<file path="config.mk">
export PLATFORM = sky130hd
export DESIGN_NAME = fb_scan_arbiter
export DESIGN_NICKNAME = d
export VERILOG_FILES = /design/src/rtl/fb_scan_arbiter.sv
export SDC_FILE = /design/constraint.sdc
export NUM_CORES = 1
export LEC_CHECK = 0
export ABC_AREA = 1
export BUFFER_PORTS_ARGS = -buffer_cell sky130_fd_sc_hd__buf_2
export CAP_MARGIN = 10
export CORE_ASPECT_RATIO = 1.4
export CORE_MARGIN = 2
export CORE_UTILIZATION = 52
export DETAILED_ROUTE_END_ITERATION = 6
export GPL_TIMING_DRIVEN = 0
export MAX_ROUTING_LAYER = met4
export PLACE_DENSITY_LB_ADDON = 0.3
export SYNTH_ARGS = -nofsm -noshare
export SYNTH_HDL_FRONTEND = slang
export SYNTH_SLANG_ARGS = --single-unit
</file>
<file path="constraint.sdc">
create_clock -name clk -period 1.64 [get_ports clk]
set_input_delay 0.164 -clock clk [delete_from_list [all_inputs] [get_ports clk]]
set_output_delay 0.164 -clock clk [all_outputs]
set_load 0.005 [all_outputs]
</file>
<file path="src/rtl/fb_scan_arbiter.sv">
// -----------------------------------------------------------------------------
// fb_scan_arbiter
//
// Shares one synchronous-read framebuffer RAM port between display scan-out
// and a drawing client. While the fetch window is open (3 cycles ahead of the
// active video region) the display owns the port and reads pixels in linear
// raster order. Outside the window the drawing client gets single-cycle
// writes; writes addressed past the framebuffer are accepted but dropped and
// flagged on wr_oob.
//
// Ports:
//   clk, rst_n            pixel clock, asynchronous active-low reset
//   hcount, vcount        timing-generator counters
//   wr_req/addr/data      drawing client request (held until wr_gnt)
//   wr_gnt                combinational grant for the current cycle
//   wr_oob                pulse: previous grant was out of range
//   mem_addr/we/wdata     registered RAM port controls
//   mem_rdata             RAM read data, one cycle after mem_addr
//   pix_data, pix_valid   pixel to display (0 when not valid)
//   scan_active           FSM is in the scan state
//   frame_start           pulse one cycle after hcount==0 && vcount==0
// -----------------------------------------------------------------------------
module fb_scan_arbiter #(
    parameter int unsigned H_ACT_START = 144,
    parameter int unsigned H_ACT_END   = 784,
    parameter int unsigned V_ACT_START = 35,
    parameter int unsigned V_ACT_END   = 515,
    parameter int unsigned FB_WORDS    = 307200,
    parameter int unsigned ADDR_W      = 19,
    parameter int unsigned DATA_W      = 8
) (
    input  logic              clk,
    input  logic              rst_n,
    input  logic [9:0]        hcount,
    input  logic [9:0]        vcount,
    input  logic              wr_req,
    input  logic [ADDR_W-1:0] wr_addr,
    input  logic [DATA_W-1:0] wr_data,
    output logic              wr_gnt,
    output logic              wr_oob,
    output logic [ADDR_W-1:0] mem_addr,
    output logic              mem_we,
    output logic [DATA_W-1:0] mem_wdata,
    input  logic [DATA_W-1:0] mem_rdata,
    output logic [DATA_W-1:0] pix_data,
    output logic              pix_valid,
    output logic              scan_active,
    output logic              frame_start
);

    // The fetch window opens three cycles early: address register, RAM
    // latency and pixel register each take one cycle.
    localparam int unsigned FETCH_LEAD = 3;

    localparam logic [9:0]        H_WIN_LO = 10'(H_ACT_START - FETCH_LEAD);
    localparam logic [9:0]        H_WIN_HI = 10'(H_ACT_END - FETCH_LEAD);
    localparam logic [9:0]        V_WIN_LO = 10'(V_ACT_START);
    localparam logic [9:0]        V_WIN_HI = 10'(V_ACT_END);
    localparam logic [ADDR_W-1:0] FB_LIMIT = ADDR_W'(FB_WORDS);

    typedef enum logic [0:0] {
        S_BLANK = 1'b0,
        S_SCAN  = 1'b1
    } state_e;

    state_e              state_q, state_d;
    logic [ADDR_W-1:0]   rd_ptr_q, rd_ptr_d;
    logic [ADDR_W-1:0]   mem_addr_q, mem_addr_d;
    logic                mem_we_q, mem_we_d;
    logic [DATA_W-1:0]   mem_wdata_q, mem_wdata_d;
    logic                wr_oob_q, wr_oob_d;
    logic [2:0]          valid_q, valid_d;
    logic [DATA_W-1:0]   pix_data_q, pix_data_d;
    logic                frame_start_q, frame_start_d;

    logic                scan_win_s;
    logic                frame_clr_s;
    logic                wr_take_s;
    logic                wr_in_range_s;

    // Window decode, frame-origin detect and write acceptance.
    always_comb begin
        scan_win_s    = (vcount >= V_WIN_LO) && (vcount < V_WIN_HI) &&
                        (hcount >= H_WIN_LO) && (hcount < H_WIN_HI);
        frame_clr_s   = (hcount == 10'd0) && (vcount == 10'd0);
        wr_take_s     = !scan_win_s && wr_req;
        wr_in_range_s = (wr_addr < FB_LIMIT);
        // Grant is combinational but must read as 0 while held in reset.
        wr_gnt        = wr_take_s && rst_n;
    end

    // FSM next state: tracks the fetch window.
    always_comb begin
        state_d = state_q;
        case (state_q)
            S_BLANK: begin
                if (scan_win_s) begin
                    state_d = S_SCAN;
                end else begin
                    state_d = S_BLANK;
                end
            end
            S_SCAN: begin
                if (!scan_win_s) begin
                    state_d = S_BLANK;
                end else begin
                    state_d = S_SCAN;
                end
            end
            default: begin
                state_d = S_BLANK;
            end
        endcase
    end

    // Port arbitration, read pointer and pixel pipeline next-state.
    always_comb begin
        mem_addr_d    = mem_addr_q;
        mem_we_d      = 1'b0;
        mem_wdata_d   = mem_wdata_q;
        wr_oob_d      = 1'b0;
        rd_ptr_d      = rd_ptr_q;
        frame_start_d = frame_clr_s;
        valid_d       = {valid_q[1:0], scan_win_s};

        if (scan_win_s) begin
            mem_addr_d = rd_ptr_q;
        end else if (wr_take_s && wr_in_range_s) begin
            mem_addr_d  = wr_addr;
            mem_wdata_d = wr_data;
            mem_we_d    = 1'b1;
        end else if (wr_take_s) begin
            // Out-of-range write is consumed (granted) but never reaches RAM.
            wr_oob_d = 1'b1;
        end else begin
            mem_we_d = 1'b0;
        end

        // Frame-origin clear has priority; pointer never wraps inside a frame.
        if (frame_clr_s) begin
            rd_ptr_d = {ADDR_W{1'b0}};
        end else if (scan_win_s) begin
            rd_ptr_d = rd_ptr_q + ADDR_W'(1);
        end else begin
            rd_ptr_d = rd_ptr_q;
        end

        // valid_q[1] marks the cycle where mem_rdata belongs to a scan read.
        if (valid_q[1]) begin
            pix_data_d = mem_rdata;
        end else begin
            pix_data_d = {DATA_W{1'b0}};
        end
    end

    // State and datapath registers.
    always_ff @(posedge clk or negedge rst_n) begin
        if (!rst_n) begin
            state_q       <= S_BLANK;
            rd_ptr_q      <= {ADDR_W{1'b0}};
            mem_addr_q    <= {ADDR_W{1'b0}};
            mem_we_q      <= 1'b0;
            mem_wdata_q   <= {DATA_W{1'b0}};
            wr_oob_q      <= 1'b0;
            valid_q       <= 3'b000;
            pix_data_q    <= {DATA_W{1'b0}};
            frame_start_q <= 1'b0;
        end else begin
            state_q       <= state_d;
            rd_ptr_q      <= rd_ptr_d;
            mem_addr_q    <= mem_addr_d;
            mem_we_q      <= mem_we_d;
            mem_wdata_q   <= mem_wdata_d;
            wr_oob_q      <= wr_oob_d;
            valid_q       <= valid_d;
            pix_data_q    <= pix_data_d;
            frame_start_q <= frame_start_d;
        end
    end

    assign mem_addr    = mem_addr_q;
    assign mem_we      = mem_we_q;
    assign mem_wdata   = mem_wdata_q;
    assign wr_oob      = wr_oob_q;
    assign pix_data    = pix_data_q;
    assign pix_valid   = valid_q[2];
    assign scan_active = (state_q == S_SCAN);
    assign frame_start = frame_start_q;

endmodule
</file>
==> results.md <==
* Power Density at 1050 nW/um^2
* Mux cell area share after synthesis at 0
* Setup CP Type: register to register
* Multi-input gate area at 1630 sq um
* Clock Pin Slew Worst Setup and Hold Paths at 80 ps
* Final Critical Period at 1480 ps
* Biggest area consumer among synthesized cells: dfrtp_1
* Vias per std cell at 5.25
* Die Y at 98.9 microns
* Startpoint Class: register
* H-tree depth at 3
* Most numerous cell in the Yosys netlist: nand2_1
* Max Clk Rate at 677 MHz
* CTS max path bufs at 2
* Placed cell area at 3940 sq um
* HPWL after detailed placement at 6460 microns
* Vias at 3294
* Synthesized flop and latch total at 60
* Post-synth top flop: dfrtp_1
* Post-synthesis net count at 495
* Worst-Skew Late Latency at 340 ps
* Clock sinks at 60
* Violations in the final reports: hold timing
* Timing endpoint of the critical path: rd_ptr_q[15]
* Critical Path AT at 1710 ps
* Worst r2r src: rd_ptr_q[3]
* Worst Path Required at 1870 ps
* Finish-stage setup viols at 0
* Total Wirelength at 8540 microns
* Post-synthesis average cell area at 7.67 sq um
* Class of the worst hold path: primary input to asynchronous set/reset pin
* Max Cap Viol at 0
* DRC Markers at 0
* Simple-Gate Fraction of Synth Area at 0.356
* Post-synth EDFFs at 0
* Core area at 6210 sq um
* Synth Area in XOR/XNOR at 0.0393
* RR Endpoint: rd_ptr_q[15]
* Adder-cell area share of the yosys netlist at 0.00374
* Synth Area in Compound Gates at 0.0636
* TritonCTS Buffers at 9
* Vias in the first global route at 3294
* Fraction of registers with async set/reset at 1.00
* Setup TNS at 0 ps
* Top cells by area, synth: dfrtp_1, nand2_1, nand4_1
* Filler instances at 536
* Slew Viols, Final at 0
* Root Driver: clkbuf_8
* Metal-1 WL at 3400 microns
* # port buffers at 98
* CTS tree: yes
* Synth Cell Area at 3340 sq um
* Outcome: finished with violations
* Warnings from Yosys at 0
* Layout cells sized above 1 at 0.301
* Leak at 2.33 nW
* Post-route cell area at 4230 sq um
* Final core utilization at 0.681
* Row cnt at 34
* Die area at 7090 sq um
* Actual slew at the worst max-slew pin at 777 ps
* Grt ovf at 0
* Fin Hold WS at -111 ps
* Max-slew headroom at 0.482
* Post-synthesis sequential area ratio at 0.449
* Diodes inserted at 0
* Final Hold Vio Count at 34
* Critical path fanouts, max at 6
* Top-area cell type share of the netlist area at 0.449
* Number of antenna-violating nets in the routed design at 0
* Met2 Wirelength at 4510 microns
* Initial antenna violation count at 0
* Critical Path Source: rd_ptr_q[3]
* R2R cell count at 6
* First-pass GRT wire length at 14400 microns
* Reg2reg setup slack at 160 ps
* Final nets at 609
* Top layer in use: met4
* RSZ-0062 raised after global routing: no
* Routed len/inst at 13.6 microns
* Setup Skew at 7.80 ps
* Gpl congestion at 0.980
* Mapped Cells at 436
* P&R area growth vs syn at 26.5%
* Synth cell count leaders: nand2_1, dfrtp_1, inv_1
* Post-synthesis cell type count at 30
* Pre-antenna DRT Iters at 4
* IR drop worst, VDD at 0.585 mV
* Die X at 71.8 microns
* I/O pin cnt at 99
* Flip-flop and latch area at 1500 sq um
* WL met3 at 464 microns
* Largest family of logic cells by synthesized area: simple AND/OR/NAND/NOR gates
* Crit. End Element: register
* Overall Global Routing Usage at 0.264
* Fin crit share at 0.901
* Starting DRT DRC Count at 196
* Largest net degree at the start of global routing at 37
* Initial Util at 0.538
## how the worst min path moves through the flow
stage / endpoint / slack (ps) / depth (start not counted) / startpoint
after detailed placement: pix_data[1] / 280 / 1 / rst_n
final: pix_data[1] / -110 / 1 / rst_n
after CTS: valid_q[0] / -90 / 1 / rst_n
after floorplan: frame_start / -130 / 0 / rst_n
after global routing: pix_data[0] / -50 / 1 / rst_n
after global placement: pix_data[0] / 350 / 3 / mem_rdata[0]
## registers in the layout, summed over array words and instances, names as in the netlist
signal	flops
frame_start	1
mem_addr	19
mem_wdata	8
mem_we	1
pix_data	8
rd_ptr_q	19
valid_q	3
wr_oob	1
## cells in the final DEF (no fill, tap or decap), drive strengths merged
master / synthesis / layout
nand4: 28 / 28
ha: 1 / 1
clkinv: 0 / 2
nor3: 9 / 9
clkinvlp: 0 / 4
nor2: 28 / 28
inv: 38 / 39
xnor2: 5 / 5
dfrtp: 60 / 60
nand3b: 1 / 1
nand2: 170 / 170
buf: 18 / 121
o21ai: 10 / 10
nand3: 30 / 30
o211ai: 19 / 19
nor4: 1 / 1
or2: 2 / 2
xor2: 10 / 10
a21oi: 1 / 1
clkbuf: 5 / 14
## through the flow
step	power [W]	instances	worst slack (ps)
final	0.00445	627	162
after floorplan	0.00270	436	185
after detailed placement	0.00316	607	-85.8
after CTS	0.00438	626	41.3
after global placement	0.00310	606	-78.0
after global routing	0.00473	627	10.9
## cell families (layout without fill, tap and decap cells)
kind of cell	Yosys count	count (layout)
buffers and inverters	61	180
flip-flops	60	60
XOR/XNOR	15	15
adder cells (fa/ha/maj)	1	1
AO/OA/AOI/OAI	30	30
AND/OR/NAND/NOR	269	269
## critical path, cell delays in order (launching register included)
cell and delay (ps):
dfrtp_1 470, nand2_1 170, nor3_4 290, nand3_1 140, xnor2_1 150, nand3_1 90, nand2_1 60
## what timing repair did
action,in CTS,in global routing
setup endpoints to repair,3,6
resized for setup,4,16
pin swaps,1,3
setup buffers,3,2
hold endpoints to repair,34,34
## report_power, final
part / switching [W] / internal, W / total, W
Sequential: 0.000243 / 0.00176 / 0.00201
Clock: 0.000645 / 0.000551 / 0.00120
Combinational: 0.000700 / 0.000543 / 0.00124
## final cells by class
class / count / area share
multi-input combinational: 315 / 0.385
tap: 72 / 0.0213
inverter: 38 / 0.0337
sequential: 60 / 0.355
clock buffer: 9 / 0.0293
clock inverter: 7 / 0.0124
buffer: 22 / 0.0331
timing repair buffer: 104 / 0.130
## routing by layer
layer,global-route usage,up-vias
met2,0.464,87
met5,-,-
met3,0.0521,17
met4,0.102,0
met1,0.288,1552
li1,-,1638
(Power assumes the default switching activity.)
